[src/rtl/tex_rsp_commit.sv]
// tex_rsp_commit: receiving end of the texture response channel.
// Buffers full-warp responses in a small FIFO and serializes each one onto a
// NUM_LANES-wide commit port, skipping lane groups that have no active threads.
// Optional macro TEX_RSP_COMMIT_PERF_EN adds push and stall performance counters.

`ifndef NUM_THREADS
`define NUM_THREADS 4
`endif
`ifndef UUID_BITS
`define UUID_BITS 44
`endif
`ifndef NW_BITS
`define NW_BITS 2
`endif
`ifndef NR_BITS
`define NR_BITS 5
`endif

module tex_rsp_commit #(
    parameter int NUM_THREADS = `NUM_THREADS,
    parameter int NUM_LANES   = 2,
    parameter int DEPTH       = 2,
    localparam int NUM_PKTS   = NUM_THREADS / NUM_LANES,
    localparam int PID_W      = (NUM_PKTS > 1) ? $clog2(NUM_PKTS) : 1
) (
    input  logic                      clk,
    input  logic                      reset,

    input  logic                      rsp_valid_in,
    input  logic [`UUID_BITS-1:0]     rsp_uuid_in,
    input  logic [`NW_BITS-1:0]       rsp_wid_in,
    input  logic [NUM_THREADS-1:0]    rsp_tmask_in,
    input  logic [31:0]               rsp_PC_in,
    input  logic [`NR_BITS-1:0]       rsp_rd_in,
    input  logic                      rsp_wb_in,
    input  logic [NUM_THREADS*32-1:0] rsp_data_in,
    output logic                      rsp_ready_out,

    output logic                      cmt_valid,
    output logic [`UUID_BITS-1:0]     cmt_uuid,
    output logic [`NW_BITS-1:0]       cmt_wid,
    output logic [31:0]               cmt_PC,
    output logic [`NR_BITS-1:0]       cmt_rd,
    output logic                      cmt_wb,
    output logic [NUM_LANES-1:0]      cmt_tmask,
    output logic [NUM_LANES*32-1:0]   cmt_data,
    output logic [PID_W-1:0]          cmt_pid,
    output logic                      cmt_sop,
    output logic                      cmt_eop,
`ifdef TEX_RSP_COMMIT_PERF_EN
    output logic [31:0]               perf_rsp_count,
    output logic [31:0]               perf_stall_count,
`endif
    input  logic                      cmt_ready
);

    localparam int AW    = (DEPTH > 1) ? $clog2(DEPTH) : 1;
    localparam int ENT_W = `UUID_BITS + `NW_BITS + NUM_THREADS + 32 + `NR_BITS + 1
                           + NUM_THREADS * 32;

    logic [ENT_W-1:0] mem_q [DEPTH];
    logic [ENT_W-1:0] mem_d [DEPTH];

    logic [AW-1:0]    wr_ptr_q, wr_ptr_d;
    logic [AW-1:0]    rd_ptr_q, rd_ptr_d;
    logic [AW:0]      count_q, count_d;
    logic [PID_W-1:0] pid_q, pid_d;
    logic             sop_q, sop_d;

    logic             push, fire, pop;

    logic [`UUID_BITS-1:0]     h_uuid;
    logic [`NW_BITS-1:0]       h_wid;
    logic [NUM_THREADS-1:0]    h_tmask;
    logic [31:0]               h_pc;
    logic [`NR_BITS-1:0]       h_rd;
    logic                      h_wb;
    logic [NUM_THREADS*32-1:0] h_data;

    logic [NUM_PKTS-1:0] grp_nz;
    logic [PID_W-1:0]    first_pid;
    logic [PID_W-1:0]    cur_pid;
    logic [PID_W-1:0]    nxt_pid;
    logic                has_next;

    assign rsp_ready_out = (count_q != (AW+1)'(DEPTH));
    assign cmt_valid     = (count_q != '0);

    assign push = rsp_valid_in & rsp_ready_out;
    assign fire = cmt_valid & cmt_ready;
    assign pop  = fire & cmt_eop;

    assign {h_uuid, h_wid, h_tmask, h_pc, h_rd, h_wb, h_data} = mem_q[rd_ptr_q];

    // Lane-group activity and lowest/next active group of the head entry
    always_comb begin
        grp_nz    = '0;
        first_pid = '0;
        nxt_pid   = '0;
        has_next  = 1'b0;
        for (int g = 0; g < NUM_PKTS; g++) begin
            grp_nz[g] = |h_tmask[g*NUM_LANES +: NUM_LANES];
        end
        for (int g = NUM_PKTS - 1; g >= 0; g--) begin
            if (grp_nz[g]) first_pid = PID_W'(g);
        end
        // An all-zero mask leaves first_pid at 0, giving the single empty beat
        cur_pid = sop_q ? first_pid : pid_q;
        for (int g = NUM_PKTS - 1; g >= 0; g--) begin
            if (grp_nz[g] && (g > int'(cur_pid))) begin
                nxt_pid  = PID_W'(g);
                has_next = 1'b1;
            end
        end
    end

    // Commit beat outputs taken from the head entry and current lane group
    always_comb begin
        cmt_uuid  = h_uuid;
        cmt_wid   = h_wid;
        cmt_PC    = h_pc;
        cmt_rd    = h_rd;
        cmt_wb    = h_wb;
        cmt_pid   = cur_pid;
        cmt_sop   = sop_q;
        cmt_eop   = ~has_next;
        cmt_tmask = '0;
        cmt_data  = '0;
        for (int g = 0; g < NUM_PKTS; g++) begin
            if (PID_W'(g) == cur_pid) begin
                cmt_tmask = h_tmask[g*NUM_LANES +: NUM_LANES];
                cmt_data  = h_data[g*NUM_LANES*32 +: NUM_LANES*32];
            end
        end
    end

    // FIFO pointer/count and serializer next-state
    always_comb begin
        wr_ptr_d = wr_ptr_q;
        rd_ptr_d = rd_ptr_q;
        count_d  = count_q;
        pid_d    = pid_q;
        sop_d    = sop_q;
        if (push) wr_ptr_d = wr_ptr_q + AW'(1);
        if (pop)  rd_ptr_d = rd_ptr_q + AW'(1);
        unique case ({push, pop})
            2'b10:   count_d = count_q + (AW+1)'(1);
            2'b01:   count_d = count_q - (AW+1)'(1);
            default: count_d = count_q;
        endcase
        if (fire) begin
            if (cmt_eop) begin
                pid_d = '0;
                sop_d = 1'b1;
            end else begin
                pid_d = nxt_pid;
                sop_d = 1'b0;
            end
        end
    end

    // Storage next-state: write the incoming response at the tail
    always_comb begin
        mem_d = mem_q;
        if (push) begin
            mem_d[wr_ptr_q] = {rsp_uuid_in, rsp_wid_in, rsp_tmask_in, rsp_PC_in, rsp_rd_in,
                               rsp_wb_in, rsp_data_in};
        end
    end

    // Control state with asynchronous reset; discards any in-flight response
    always_ff @(posedge clk or negedge reset) begin
        if (!reset) begin
            wr_ptr_q <= '0;
            rd_ptr_q <= '0;
            count_q  <= '0;
            pid_q    <= '0;
            sop_q    <= 1'b1;
        end else begin
            wr_ptr_q <= wr_ptr_d;
            rd_ptr_q <= rd_ptr_d;
            count_q  <= count_d;
            pid_q    <= pid_d;
            sop_q    <= sop_d;
        end
    end

    // Payload storage needs no reset; it is only read while count is nonzero
    always_ff @(posedge clk) begin
        mem_q <= mem_d;
    end

`ifdef TEX_RSP_COMMIT_PERF_EN
    logic [31:0] perf_rsp_q, perf_rsp_d;
    logic [31:0] perf_stall_q, perf_stall_d;

    // Free-running wrap-around event counters
    always_comb begin
        perf_rsp_d   = perf_rsp_q + (push ? 32'd1 : 32'd0);
        perf_stall_d = perf_stall_q + ((cmt_valid & ~cmt_ready) ? 32'd1 : 32'd0);
    end

    // Counter registers
    always_ff @(posedge clk or negedge reset) begin
        if (!reset) begin
            perf_rsp_q   <= '0;
            perf_stall_q <= '0;
        end else begin
            perf_rsp_q   <= perf_rsp_d;
            perf_stall_q <= perf_stall_d;
        end
    end

    assign perf_rsp_count   = perf_rsp_q;
    assign perf_stall_count = perf_stall_q;
`endif

endmodule

[config.mk]
export PLATFORM = sky130hd
export DESIGN_NAME = tex_rsp_commit
export DESIGN_NICKNAME = d
export VERILOG_FILES = /design/src/rtl/tex_rsp_commit.sv
export SDC_FILE = /design/constraint.sdc
export NUM_CORES = 1
export LEC_CHECK = 0
export CAP_MARGIN = 20
export CORE_ASPECT_RATIO = 0.75
export CORE_MARGIN = 3
export CORE_UTILIZATION = 47
export CTS_BUF_LIST = sky130_fd_sc_hd__clkbuf_4 sky130_fd_sc_hd__clkbuf_8
export CTS_CLUSTER_SIZE = 28
export DETAILED_ROUTE_END_ITERATION = 12
export GPL_TIMING_DRIVEN = 0
export PLACE_DENSITY_LB_ADDON = 0.15
export SLEW_MARGIN = 20
export SYNTH_ARGS = -nofsm -noshare
export SYNTH_HDL_FRONTEND = slang
export SYNTH_SLANG_ARGS = --single-unit
[constraint.sdc]
create_clock -name clk -period 11.1 [get_ports clk]
set_clock_uncertainty 0.05 [all_clocks]
set_input_delay 2.22 -clock clk [delete_from_list [all_inputs] [get_ports clk]]
set_output_delay 2.22 -clock clk [all_outputs]
set_load 0.02 [all_outputs]
==> results.py <==
metrics = {
    "synthesis": {
        "synthFlopType": "edfxtp_1",
        "synth-seq-cells": 438,
        "synth.most_common_cell": "edfxtp_1",
        "synth_top_area_share_pct": 81.3,
        "synth-edff-count": 432,
        "synth.distinct_cells": 28,
        "async_reset_ff_share_pct": 1.37,
        "synthCells": 638,
        "yosys.area.top_type": "edfxtp_1",
        "synth.net_count": 859,
        "synth_common_cells": "edfxtp_1, mux2_2, mux4_2",
        "seq_area_frac_synth_pct": 82.2,
        "synth_warnings": 0,
        "yosys-top-cells-area": "edfxtp_1, mux4_2, mux2_2",
        "syn-mean-instance-area_sq_um": 25.0,
        "netlist_area_sq_um": 16000,
    },
    "clock_network": {
        "numCtsBuffers": 68,
        "cts_buffer_depth": 3,
        "clkLatencyLatePin_ps": 560,
        "cts.hold.buffers_added": 0,
        "path_clk_slew_ps": 60,
        "clockRootBuffer": "clkbuf_8",
        "cts_tree": "done",
        "clock-sinks": 438,
        "cts-htree-levels": 3,
        "cts_setup_buffers": 0,
        "cts-resized-gates": 0,
    },
    "global_route": {
        "grt_max_degree": 53,
        "overflow": 0,
        "grt_pass1_vias": 8711,
        "antenna_found_initial": 10,
        "grt_pass1_wl_um": 51300,
        "grtUsageTotal_pct": 19.1,
    },
    "power": {
        "power_leakage_nw": 7.38,
        "finalPower_w": 0.00610,
        "peakVddDrop_mv": 0.137,
        "power.density_nw_per_um2": 278,
    },
    "final_layout": {
        "final_util_pct": 66.7,
        "layoutNonFillerInstCount": 1596,
        "areaGrowthSynthToFinish_pct": 37.7,
        "drive_gt1_share_pct": 24.8,
        "fin_nets": 1318,
    },
    "drt": {
        "viasPerCell": 5.06,
        "dr.pass1.iters": 4,
        "drc": 0,
        "wl_per_cell_um": 21.9,
        "vias": 8080,
        "highest_layer": "met5",
        "drt-total-wl_um": 35000,
        "dr_wl_met2_um": 16900,
        "ant_nets": 0,
        "wl_met1_um": 13600,
        "first_iter_violations": 416,
        "wl_met3_um": 3310,
    },
    "timing": {
        "tightestPinTransition_ps": 834,
        "drv_slew": 0,
        "setup_violations": 0,
        "finalCritPeriodShare_pct": 48.5,
        "rsz0062_at_grt": "no",
        "maxSlewHeadroom_pct": 44.4,
        "fmax_mhz": 186,
        "final-hold-violation-count": 0,
        "fin_crit_ps": 5390,
        "fin_hold_ws_ps": 439,
    },
    "floorplanning": {
        "die_w_um": 219,
        "start_util_pct": 48.4,
        "row_count": 57,
        "dieArea_sq_um": 36200,
        "coreArea_sq_um": 32900,
        "ios": 375,
        "die_h_um": 166,
    },
    "critical_path": {
        "reg2reg_depth": 8,
        "slowest_delay_ps": 670,
        "crit_path_end_kind": "output port",
        "crit_fanout": 10,
        "crit_path_start_kind": "flop",
        "required_ps": 8830,
        "critPathArrivalTime_ps": 3120,
        "path_cells": "buf_2 > clkbuf_1 > mux4_1 > clkdlybuf4s50_1",
        "crit_type": "flop to output port",
        "crit_path_top_delay_cell": "mux4_1",
    },
    "worst_hold_path": {
        "min-delay-path-class": "flop to flop",
        "hold_path_depth": 1,
    },
    "run_status": {
        "status": "complete, no violations",
    },
    "placed_design": {
        "placement.io_buffers": 374,
        "dpl.hpwl_um": 24600,
        "gp_congestion": 0.700,
        "placed_cells": 1469,
    },
    "flow_run": {
        "cap_viol_max_count": 0,
    },
}
==> cell type report <==
type	count	area (sq um)
clock inverters	21	130
flip-flops and latches	438	13100
fillers	2266	11000
plain buffers	24	151
repair buffers	389	4110
multi-input cells	175	2690
clock buffers	99	1190
well taps	442	553
diodes	7	17.5
inverters	1	3.75
==> per-layer routing <==
layer | vias to the layer above | GRT usage [%]
li1 | 3644 | -
met1 | 4070 | 23.7
met2 | 275 | 30.0
met3 | 81 | 8.27
met4 | 10 | 7.62
met5 | - | 0
==> worst paths after layout <==
| kind | from | end | slack, ps |
|---|---|---|---|
| max in group asynchronous | reset | cmt_sop | 8890 |
| worst max-delay path | rd_ptr_q | cmt_data[11] | 5710 |
| worst min-delay path | count_q[1] | count_q[1] | 440 |
| worst min register to register | count_q[1] | count_q[1] | 440 |
| worst max register to register | count_q[0] | mem_q[285] | 8490 |
| min in group asynchronous | reset | count_q[1] | 1840 |
==> power by group <==
part | total, W | leakage [nW] | internal [W] | switching, W
Combinational | 0.00246 | 2.61 | 0.00120 | 0.00126
Clock | 0.00130 | 0.696 | 0.000715 | 0.000585
Sequential | 0.00234 | 4.08 | 0.00226 | 0.0000805
==> cells by family (layout without fill, tap and decap cells) <==
family          Yosys count  after routing  share of synthesized area [%]
fa+ha+maj                 1              1                         0.0784
simple gates             12             12                          0.423
flops                   438            438                           82.2
buf+inv                  25            534                          0.972
xor+xnor                  5              5                          0.274
mux                     150            150                           15.6
compound gates            7              7                          0.392
other cells               0              7                              0
==> flip-flops by register name, indices dropped and copies added (netlist names) <==
signal    flops
pid_q         1
cmt_sop       1
rd_ptr_q      1
mem_q       432
wr_ptr_q      1
count_q       2
==> per-stage QoR <==
step / TNS (ps) / setup slack (ps) / cell area (sq um)
floorplan: 0 / 2640 / 16000
global placement: -261950 / -1180 / 20300
detailed placement: 0 / 6220 / 20600
CTS: 0 / 5570 / 22000
global route: 0 / 5480 / 22000
finish: 0 / 5710 / 22000
==> worst max-delay path, delay by kind of cell (launching register included) <==
kind                   cells  cell delay, ps
muxes                      1             670
DFF                        1             350
buffers and inverters      3            1520
==> layout by cell type, fill, tap and decap left out, drive strengths merged <==
cell and count:
ha 1, nor2 2, o221a 1, nor3b 1, bufinv 1, dfstp 1, edfxtp 432, nor3 1
diode 7, clkdlybuf4s50 374, or3 1, or2 1, clkinv 15, nand2 3, clkinvlp 3, xnor2 3
clkbuf 103, mux2 84, o22ai 1, o21ai 2, nand2b 2, xor2 2, and3 1, a21o 1
mux4 66, dfrtp 5, inv 3, buf 35, a21oi 2
(Power assumes the default switching activity.)
